`src/rtl/adder_pipe.sv`:
```
// Pipelined two's-complement add/sub: one CHUNK-bit slice resolves per stage,
// carry registered between stages, valid/ready handshake with full backpressure.

module adder_pipe_slice #(
  parameter int CHUNK = 4
) (
  input  logic [CHUNK-1:0] a,
  input  logic [CHUNK-1:0] b,
  input  logic             ci,
  output logic [CHUNK-1:0] s,
  output logic             co
);
  assign {co, s} = {1'b0, a} + {1'b0, b} + {{CHUNK{1'b0}}, ci};
endmodule

module adder_pipe #(
  parameter int WIDTH = 16,
  parameter int CHUNK = 4
) (
  input  logic             clk,
  input  logic             rst_n,
  input  logic             in_valid,
  output logic             in_ready,
  input  logic [WIDTH-1:0] a,
  input  logic [WIDTH-1:0] b,
  input  logic [1:0]       op,
  input  logic             cin,
  output logic             out_valid,
  input  logic             out_ready,
  output logic [WIDTH-1:0] sum,
  output logic             cout,
  output logic             ovf,
  output logic             zero
);
  localparam int STAGES = WIDTH / CHUNK;
  localparam int L      = STAGES - 1;
  // B operand shrinks by CHUNK bits per level; all levels packed back to back.
  localparam int EB_W   = STAGES * WIDTH - CHUNK * STAGES * (STAGES - 1) / 2;

  logic [STAGES:0]                 vld_pipe;
  logic [STAGES-1:0][WIDTH-1:0]    w_q;
  logic [EB_W-1:0]                 eb_q;
  logic [STAGES-1:0]               c_q;
  logic [STAGES-1:0][CHUNK-1:0]    s_c;
  logic [STAGES-1:0]               co_c;
  logic                            adv;
  logic [WIDTH-1:0]                sum_d;

  assign adv       = !vld_pipe[STAGES] || out_ready;
  assign in_ready  = adv;
  assign out_valid = vld_pipe[STAGES];

  always_ff @(posedge clk or negedge rst_n) begin
    if (!rst_n)   vld_pipe <= '0;
    else if (adv) vld_pipe <= {vld_pipe[STAGES-1:0], in_valid};
  end

  // w holds unprocessed A slices at the bottom and finished result slices at
  // the top; each stage consumes the low slice and shifts its sum in from above.
  for (genvar k = 0; k < STAGES; k++) begin : g_lvl
    localparam int OFS = k * WIDTH - CHUNK * k * (k - 1) / 2;
    localparam int RW  = WIDTH - k * CHUNK;

    logic [WIDTH-1:0] w_r;
    logic [RW-1:0]    eb_r;
    logic             c_r;

    if (k == 0) begin : g_cap
      always_ff @(posedge clk or negedge rst_n) begin
        if (!rst_n) begin
          w_r  <= '0;
          eb_r <= '0;
          c_r  <= 1'b0;
        end else if (adv && in_valid) begin
          w_r  <= a;
          eb_r <= op[0] ? ~b : b;
          c_r  <= op[1] ? cin : op[0];
        end
      end
    end else begin : g_adv
      localparam int POFS = OFS - RW - CHUNK;
      always_ff @(posedge clk or negedge rst_n) begin
        if (!rst_n) begin
          w_r  <= '0;
          eb_r <= '0;
          c_r  <= 1'b0;
        end else if (adv && vld_pipe[k-1]) begin
          w_r  <= {s_c[k-1], w_q[k-1][WIDTH-1:CHUNK]};
          eb_r <= eb_q[POFS + CHUNK +: RW];
          c_r  <= co_c[k-1];
        end
      end
    end

    assign w_q[k]          = w_r;
    assign eb_q[OFS +: RW] = eb_r;
    assign c_q[k]          = c_r;

    adder_pipe_slice #(.CHUNK(CHUNK)) u_slice (
      .a  (w_q[k][CHUNK-1:0]),
      .b  (eb_q[OFS +: CHUNK]),
      .ci (c_q[k]),
      .s  (s_c[k]),
      .co (co_c[k])
    );
  end

  if (STAGES > 1) begin : g_sum_wide
    assign sum_d = {s_c[L], w_q[L][WIDTH-1:CHUNK]};
  end else begin : g_sum_one
    assign sum_d = s_c[L];
  end

  // Carry into the MSB is recovered as a^b^s of that bit.
  always_ff @(posedge clk or negedge rst_n) begin
    if (!rst_n) begin
      sum  <= '0;
      cout <= 1'b0;
      ovf  <= 1'b0;
      zero <= 1'b0;
    end else if (adv && vld_pipe[L]) begin
      sum  <= sum_d;
      cout <= co_c[L];
      ovf  <= co_c[L] ^ w_q[L][CHUNK-1] ^ eb_q[EB_W-1] ^ s_c[L][CHUNK-1];
      zero <= (sum_d == '0);
    end
  end
endmodule

```
`config.mk`:
```
export PLATFORM = sky130hd
export DESIGN_NAME = adder_pipe
export DESIGN_NICKNAME = d
export VERILOG_FILES = /design/src/rtl/adder_pipe.sv
export SDC_FILE = /design/constraint.sdc
export NUM_CORES = 1
export LEC_CHECK = 0
export ABC_AREA = 1
export CORE_UTILIZATION = 55
export CTS_CLUSTER_DIAMETER = 60
export CTS_CLUSTER_SIZE = 40
export DETAILED_ROUTE_END_ITERATION = 12
export PLACE_DENSITY = 0.83
export RECOVER_POWER = 100
export SETUP_SLACK_MARGIN = 0.1
export SYNTH_ARGS = -nofsm -noshare
export SYNTH_HDL_FRONTEND = slang
export SYNTH_HIERARCHICAL = 1
export SYNTH_SLANG_ARGS = --single-unit
```
`constraint.sdc`:
```
create_clock -name clk -period 2.9 [get_ports clk]
set_input_delay 0.435 -clock clk [delete_from_list [all_inputs] [get_ports clk]]
set_output_delay 0.435 -clock clk [all_outputs]
set_load 0.01 [all_outputs]
```
### Word-level counts from Yosys, hierarchy flattened

Cells that the tools add are included.
Widths: inputs -> output; s select.

| cells by class | value |
|---|---|
| add/sub/neg operators | 8 |
| muxes and demuxes | 2 |
| bitwise gates (word level) | 4 |
| reduce and logical (&&, ||, !) cells | 8 |

Operators with widths:

| cell | number |
|---|---|
| $add 4x4->5 | 4 |
| $add 5x1->5 | 4 |
| $logic_not 16->1 | 1 |
| $mux 16 | 1 |
| $not 16->16 | 1 |
| $logic_and 1x1->1 | 5 |
| $xor 1x1->1 | 3 |
| $logic_not 1->1 | 1 |
| $logic_or 1x1->1 | 1 |
| $mux 1 | 1 |

| storage, ports and cells | value |
|---|---|
| bits in registers | 132 |
| bits of input ports | 39 |
| word-level logic and storage cells | 39 |

### Logic depth before layout (Yosys ltp)

Gate-level depths: netlist (run 1).

| depth | value |
|---|---|
| word-level depth | 5 |
| gate-level depth with buffers | 11 |
| gate-level depth less buffers | 11 |

### Cells and area by module

Netlist (run 1), hierarchy kept.

Modules (own cells, without submodules):

| module | instances | cells each | area an instance (um2) | seq. area each (um2) |
|---|---|---|---|---|
| adder_pipe | 1 | 560 | 5228.8 | 3303.2 |
| adder_pipe_slice | 4 | 25 | 165.2 | 0.0 |

### Worst setup path before layout (run 1)

Ideal clock, no wire load.

| timing path | value |
|---|---|
| path type | reg2reg |
| start | reg g_lvl[3].w_r[0] |
| end | reg zero |
| library setup time | 0.117 ns |
| data arrival time | 1.590 ns |
| data required time | 2.783 ns |
| path slack | 1.192 ns |
| stages on the path, launching flop included | 10 |
| buffers on the path | 0 |
| clock period less this slack | 1.708 ns |
| path through | dfrtp_1 -> fa_1 -> inv_1 -> fa_1 -> inv_1 -> nor2_1 -> nand2_1 -> nor2_1 -> nand3_1 -> nand2_1 |

RTL lines:

| what | line | text |
|---|---|---|
| start: declaration | 64 | `logic [WIDTH-1:0] w_r;` |
| start signal: assignment | 88 | `w_r <= {s_c[k-1], w_q[k-1][WIDTH-1:CHUNK]};` |
| end signal: assignment | 125 | `zero <= (sum_d == '0);` |
| end: declaration | 33 | `output logic zero` |

### Worst setup path after layout (run 1)

| timing path | value |
|---|---|
| start | in out_ready |
| end | reg g_lvl[0].eb_r[7] |

| on the way | value |
|---|---|
| word-level cells in the longest chain between the ends | 2 |

RTL lines:

| what | line | text |
|---|---|---|
| start: declaration | 29 | `input logic out_ready,` |
| $logic_or 1x1->1 | 49 | `assign adv = !vld_pipe[STAGES] \|\| out_ready;` |
| $logic_and 1x1->1 | 74 | `end else if (adv && in_valid) begin` |
| end signal: assignment | 76 | `eb_r <= op[0] ? ~b : b;` |
| end: declaration | 65 | `logic [RW-1:0] eb_r;` |

No other way between the ends.
A chain may end at the register's enable or synchronous reset.

==> run metrics, run 1 <==
dpl cell area=roughly 6500 um2; FF-to-FF Start=vld_pipe[4]$_DFFE_PN0N_; synthesized flop and latch total=132; status=complete, no violations; CTS Hold Bufs=1; final WL=11.0 mm; Period Utilization, post-route=75.9%; CP Class=input port to flop; Net Count, Synth=719; Area Overhead vs Synth=20.4%; Clock transition at path regs=approximately 0.060 ns; max cap viols=0; Antenna Cells=0; post-synthesis sequential area ratio=a little under three fifths; Final Hold Viols=0; Ports=60; most numerous cell in the Yosys netlist=nand2_1; Power Total=8.12 mW; post-CTS setup buffers=0; vias after detailed routing=4386; hold wc startpoint=a[8]; final worst path period need=2.20 ns; CP Max Fanout=28; final design instance area without fill=7090 um2; setup TNS=0 ns; Final Max Tran Viols=0; startpoint type of the worst setup path=input port; Peak VDD IR=0.000446 V; synthesized area=5890 um2; top post-synthesis cells by count=nand2_1, dfrtp_1, inv_1; first-pass GRT wire length=just under 20 mm; clock sinks=132; Vias/cell=~5.1; worst setup path end=g_lvl[0].eb_r[7]$_DFFE_PN0P_; critical path data arrival time=2.57 ns; asr flop ratio synth=100%; Total GRT Usage=~22%; Core Area=10400 um2; worst slew pin tran=1.04 ns; clock network latency to the later pin of the worst-skew pair=0.51 ns; Die Wd=105 um; Worst R2R Setup Slack=0.79 ns; die span in y=105 um; leading area contributor after synthesis=dfrtp_1; CTS tree=yes; FP Rows=37; detailed router's first-iteration violation count=approximately 270; Port Buffers=59; share of cells above drive strength 1=about 5.6%; WL per Instance=approximately 13 um; root buf cell=clkbuf_8; Main synth FF type=dfrtp_1; EDFF count, synth=0; min-delay worst type=input port to flop; worst hold slack=around 0.46 ns; Die ar.=about 11000 um2; RSZ-0062 raised after global routing=no; FF-to-FF path depth=6; top post-synthesis cells by area=dfrtp_1, nand2_1, o21ai_0; Setup crit end kind=flop; final core occ=68.4%; antenna violations before repair=0; Final #Nets=776; capturing point of the worst reg2reg path=g_lvl[0].eb_r[7]$_DFFE_PN0P_; hpwl dp=7.56 mm; vias in the first global route=4348; Synth top area share=56.1%; clk_skew=0.00665 ns; DRC=0; Initial Utilization=56.8%; Fmax achieved=0.454 GHz; Netlist cell types=22; largest net degree at the start of global routing=55; Critical path origin=out_ready; Clock Path Buffers=2; pwr dens=1150 nW/um2; Max-Slew Margin vs Limit=30.9%; Synthesis Warnings=6; gr ovfl total=0; WP data required=between 3 and 4 ns; Synth Area per Inst=8.92 um2; post-route ant nets=0; Num CTS Buffers=17; leak pwr=3.61 nW; Final setup viols=0; Mapped Cells=660; GP Congestion=between 0.7 and 0.8; H-tree depth=4; DRT Pass-1 Iters=6; Resize count post-CTS=0
[kinds of logic (layout without fill, tap and decap cells)]
kind of cell	Yosys count	after routing	synth area share, %
buf+inv	99	168	7.73
simple gates	294	294	19.8
compound gates	95	95	8.18
flops	132	132	56.1
fa+ha+maj	20	20	5.27
xor+xnor	20	20	2.97
[final cells by class]
type,count,area [um2]
flip-flops and latches,132,3300
well taps,136,170
fillers,788,3280
repair buffers,67,649
multi-input cells,429,2110
clock inverters,9,128
clock buffers,22,463
inverters,70,265
[worst max-delay path, stage by stage]
cell	delay, ns
dlygate4sd3_1	0.53
inv_1	0.06
nand2_1	0.06
buf_4	0.23
nand2_1	0.54
clkbuf_2	0.51
o21ai_0	0.18
[sequential cells by signal, indices dropped and copies added, names as in the netlist]
name	cells
zero	1
vld_pipe	5
g_lvl.eb_r	40
sum	16
cout	1
g_lvl.c_r	4
ovf	1
g_lvl.w_r	64
[layer usage]
metal,global-route usage (%),share of wire [%]
met2,38.5,52
met3,5.88,4.0
met1,26.9,44
met4,6.74,0.94
met5,0,0
[how the worst min path moves through the flow]
stage	end	slack [ns]	depth (start not counted)
after floorplan	cout$_DFFE_PN0P_	0.14	0
after global placement	g_lvl[3].w_r[3]$_DFFE_PN0P_	0.45	1
after detailed placement	g_lvl[3].w_r[1]$_DFFE_PN0P_	0.46	1
after CTS	g_lvl[0].w_r[1]$_DFFE_PN0P_	0.44	3
after global routing	g_lvl[0].w_r[15]$_DFFE_PN0P_	0.46	3
final	g_lvl[0].w_r[8]$_DFFE_PN0P_	0.46	3
[through the flow]
| step | setup WS, ns | instances |
|---|---|---|
| 4_1_cts | 0.840 | 865 |
| 5_1_grt | 0.468 | 865 |
| 2_1_floorplan | 1.19 | 660 |
| 3_3_place_gp | 0.787 | 833 |
| 6_report | 0.698 | 865 |
| 3_5_place_dp | 0.744 | 833 |
[report_power, final]
group,switching (mW),internal [mW],total [mW],leakage (nW)
Clock,0.728,1.37,2.09,0.283
Combinational,1.74,1.15,2.89,1.73
Sequential,0.483,2.65,3.14,1.59
Total,2.95,5.17,8.12,3.61
[cell usage in the layout, fill, tap and decap left out, drive strengths merged]
cell type and instances:
nand2 211, dfrtp 132, inv 70, o21ai 55, nor2 49, a21oi 39
clkdlybuf4s50 36, nand3 34, clkbuf 27, dlygate4sd3 23, xnor2 20, ha 12
fa 8, clkinvlp 3, bufinv 3, clkinv 3, buf 3, o211ai 1
Note: power is estimated with default switching activity, not from simulation.
==> inputs of run 2 (changes only) <==
clock period = 2.25 ns   (was 2.9 ns; I/O delays follow)
==> run 2 against run 1 <==
Compared with the run above:
- global-route usage grew 2.1 points
- worst hold slack lost 0.12 ns
- largest power group unchanged
- critical path depth shrank 5
- critical endpoint is now in_ready
- total power grew 31%
- clock power grew 28%
- final area grew 0.58%
- die area is the same
- first-iteration DRC count shrank 15%
- final cell count grew 0.46%
==> run metrics, run 2 (synthesis gave the netlist of run 1 again) <==
status=complete, no violations; Filler Cells Inserted=774 (-1.8%); Peak VDD IR=0.000709 V (+59%); Total GRT Usage=24.2% (+2.1 points); Sw Share=38.2% (+1.9 points); Port Buffers=59 (unchanged); final worst path period need=2.05 ns; gr ovfl total=0 (unchanged); GP Congestion=0.762 (-0.31%); Antenna Cells=0 (unchanged); Resize count post-CTS=0 (unchanged); CTS tree=yes; CP Max Fanout=2 (-93%); Num CTS Buffers=17 (unchanged); WL per Instance=13.7 um (+7.8%); clock network latency to the later pin of the worst-skew pair=0.53 ns (+0.02 ns); Setup crit end kind=primary output; Period Utilization, post-route=a little over 90%; post-place setup slack=0.312 ns (-0.431 ns); Internal=6.56 mW (+27%); Crit path max-delay family=buffers and inverters; max cap viols=0 (unchanged); Fmax achieved=0.488 GHz; Gate power share=36.7% (+1.1 points); Vias/cell=5.13 (+1.2%); DRT Pass-1 Iters=5 (-1); Flop pwr share=38.1% (-0.5 points); CP Cell Sequence=nand2_1 > dlygate4sd3_1; CP Class=flop to primary output; setup TNS=0 ns (unchanged); Ports=60 (unchanged); Final Hold Viols=0 (unchanged); dpl cell area=6600 um2 (+1.1%); pwr dens=1490 nW/um2 (+30%); leak pwr=3.61 nW (+0.20%); worst slew pin tran=1.07 ns (+0.0383 ns); Initial Utilization=56.8% (unchanged); post-CTS setup buffers=0 (unchanged); most frequent cells in the layout=nand2_1, dfrtp_1, inv_1; hpwl dp=7.76 mm (+2.7%); antenna violations before repair=0 (unchanged); clock sinks=132 (unchanged); Clock transition at path regs=0.06 ns (about the same); min-delay worst type=input port to flop; max reg flops=64 (unchanged); WP buf/inv=1 (-3); first-pass GRT wire length=20.9 mm (+7.5%); FP Rows=37 (unchanged); CTS Hold Bufs=1 (unchanged); WP data required=1.91 ns (-1.36 ns); Crit-path slowest cell=dlygate4sd3_1; DRC=0 (unchanged); die span in y=105 um (unchanged); startpoint type of the worst setup path=flop; detailed router's first-iteration violation count=225 (-15%); critical path data arrival time=1.71 ns (-0.86 ns); multi-input combinational cell area=2120 um2 (+0.30%); clk_skew=0.00984 ns (+0.00319 ns); Final Max Tran Viols=0 (unchanged); largest registers=g_lvl.w_r: 64 flops, g_lvl.eb_r: 40 flops, sum: 16 flops; Core Area=10400 um2 (unchanged); Area Overhead vs Synth=21.1%; final WL=11.9 mm (+8.3%); Final #Nets=779 (+0.39%); Die Wd=105 um (unchanged); post-route ant nets=0 (unchanged); final design instance area without fill=7130 um2 (+0.58%); Die ar.=11100 um2 (unchanged); Power Total=10.6 mW (+31%); largest net degree at the start of global routing=50 (-9.1%); RSZ-0062 raised after global routing=no; Worst path max stage delay=0.66 ns (+0.12 ns); root buf cell=clkbuf_8; Psw=4.06 mW (+37%); H-tree depth=4 (unchanged); final worst slack=0.201 ns (-0.497 ns); Max-Slew Margin vs Limit=28.4% (-2.6 points); largest register by flop count=g_lvl.w_r; leading cell type in the layout, fill and taps excluded=nand2_1; vias after detailed routing=4459 (+1.7%); register area=3300 um2 (unchanged); share of cells above drive strength 1=6.28% (+0.65 points); Clock Path Buffers=2 (unchanged); Clock Power Share=25.2% (-0.6 points); vias in the first global route=4562 (+4.9%); Final setup viols=0 (unchanged)
==> run 2: cell types whose count changed in the layout (fill, tap and decap cells not counted), moves of 2 or more <==
cell        delta
clkinv_4       +2
buf_12         +2
inv_6          +3
clkinv_2       -2
clkinvlp_4     +3
o21ai_0        +2
clkbuf_8       -2
==> run 2: through the flow <==
stage	hold slack [ns]	util, %	cells
floorplan	0.0419	-	660
detailed placement	0.368	63.6	836
CTS	0.332	69.3	869
global placement	0.366	63.6	836
global route	0.356	68.8	869
finish	0.343	68.8	869
==> run 2: path summary, 6_finish.rpt <==
check	slack, ns	cells past startpoint	to	from
setup / recovery	0.20	2	in_ready	vld_pipe[4]$_DFFE_PN0N_
max in group asynchronous	0.50	3	g_lvl[2].eb_r[5]$_DFFE_PN0P_	rst_n
hold / removal	0.34	3	g_lvl[0].w_r[13]$_DFFE_PN0P_	a[13]
min in group asynchronous	0.55	2	g_lvl[3].w_r[3]$_DFFE_PN0P_	rst_n
setup reg to reg	0.35	9	ovf$_DFFE_PN0P_	g_lvl[3].w_r[0]$_DFFE_PN0P_
hold reg to reg	0.47	2	g_lvl[1].w_r[15]$_DFFE_PN0P_	g_lvl[1].w_r[15]$_DFFE_PN0P_
==> run 2: tightest hold or removal path, stage by stage <==
cell	delay [ns]
clkdlybuf4s50_1	0.39
nand2_1	0.06
nand2_1	0.04
==> run 2: power by group through the flow <==
stage,registers [mW],clock network [mW],logic (mW)
detailed placement,4.06,0,3.89
global route,4.18,2.82,4.45
CTS,4.06,2.71,4.03
global placement,4.01,0,3.63
floorplan,3.96,0,2.78
finish,4.05,2.67,3.90
==> run 2: cell type report <==
class | instances | share of cell area, %
sequential | 132 | 46.3
multi-input combinational | 429 | 29.7
timing repair buffer | 70 | 9.72
clock buffer | 18 | 6.00
inverter | 70 | 3.72
tap | 136 | 2.39
clock inverter | 14 | 2.16
==> run 2: layer usage <==
layer  part of all wire (%)  routed length [um]  track usage (%)  vias to the layer above
li1                       -                   -                -                     2188
met5                      0                   0                0                        -
met1                     43                5120             29.7                     2109
met4                    1.7                 202             9.66                        0
met2                     51                6120             42.3                      139
met3                    3.8                 449             4.70                       23
==> inputs of run 3 (changes only) <==
GPL_TIMING_DRIVEN = 1   (was unset)
HOLD_SLACK_MARGIN = 0.1   (was unset)
==> results of run 3 <==
Same layout as run 2: the final DEF is identical, and so are final timing and power.
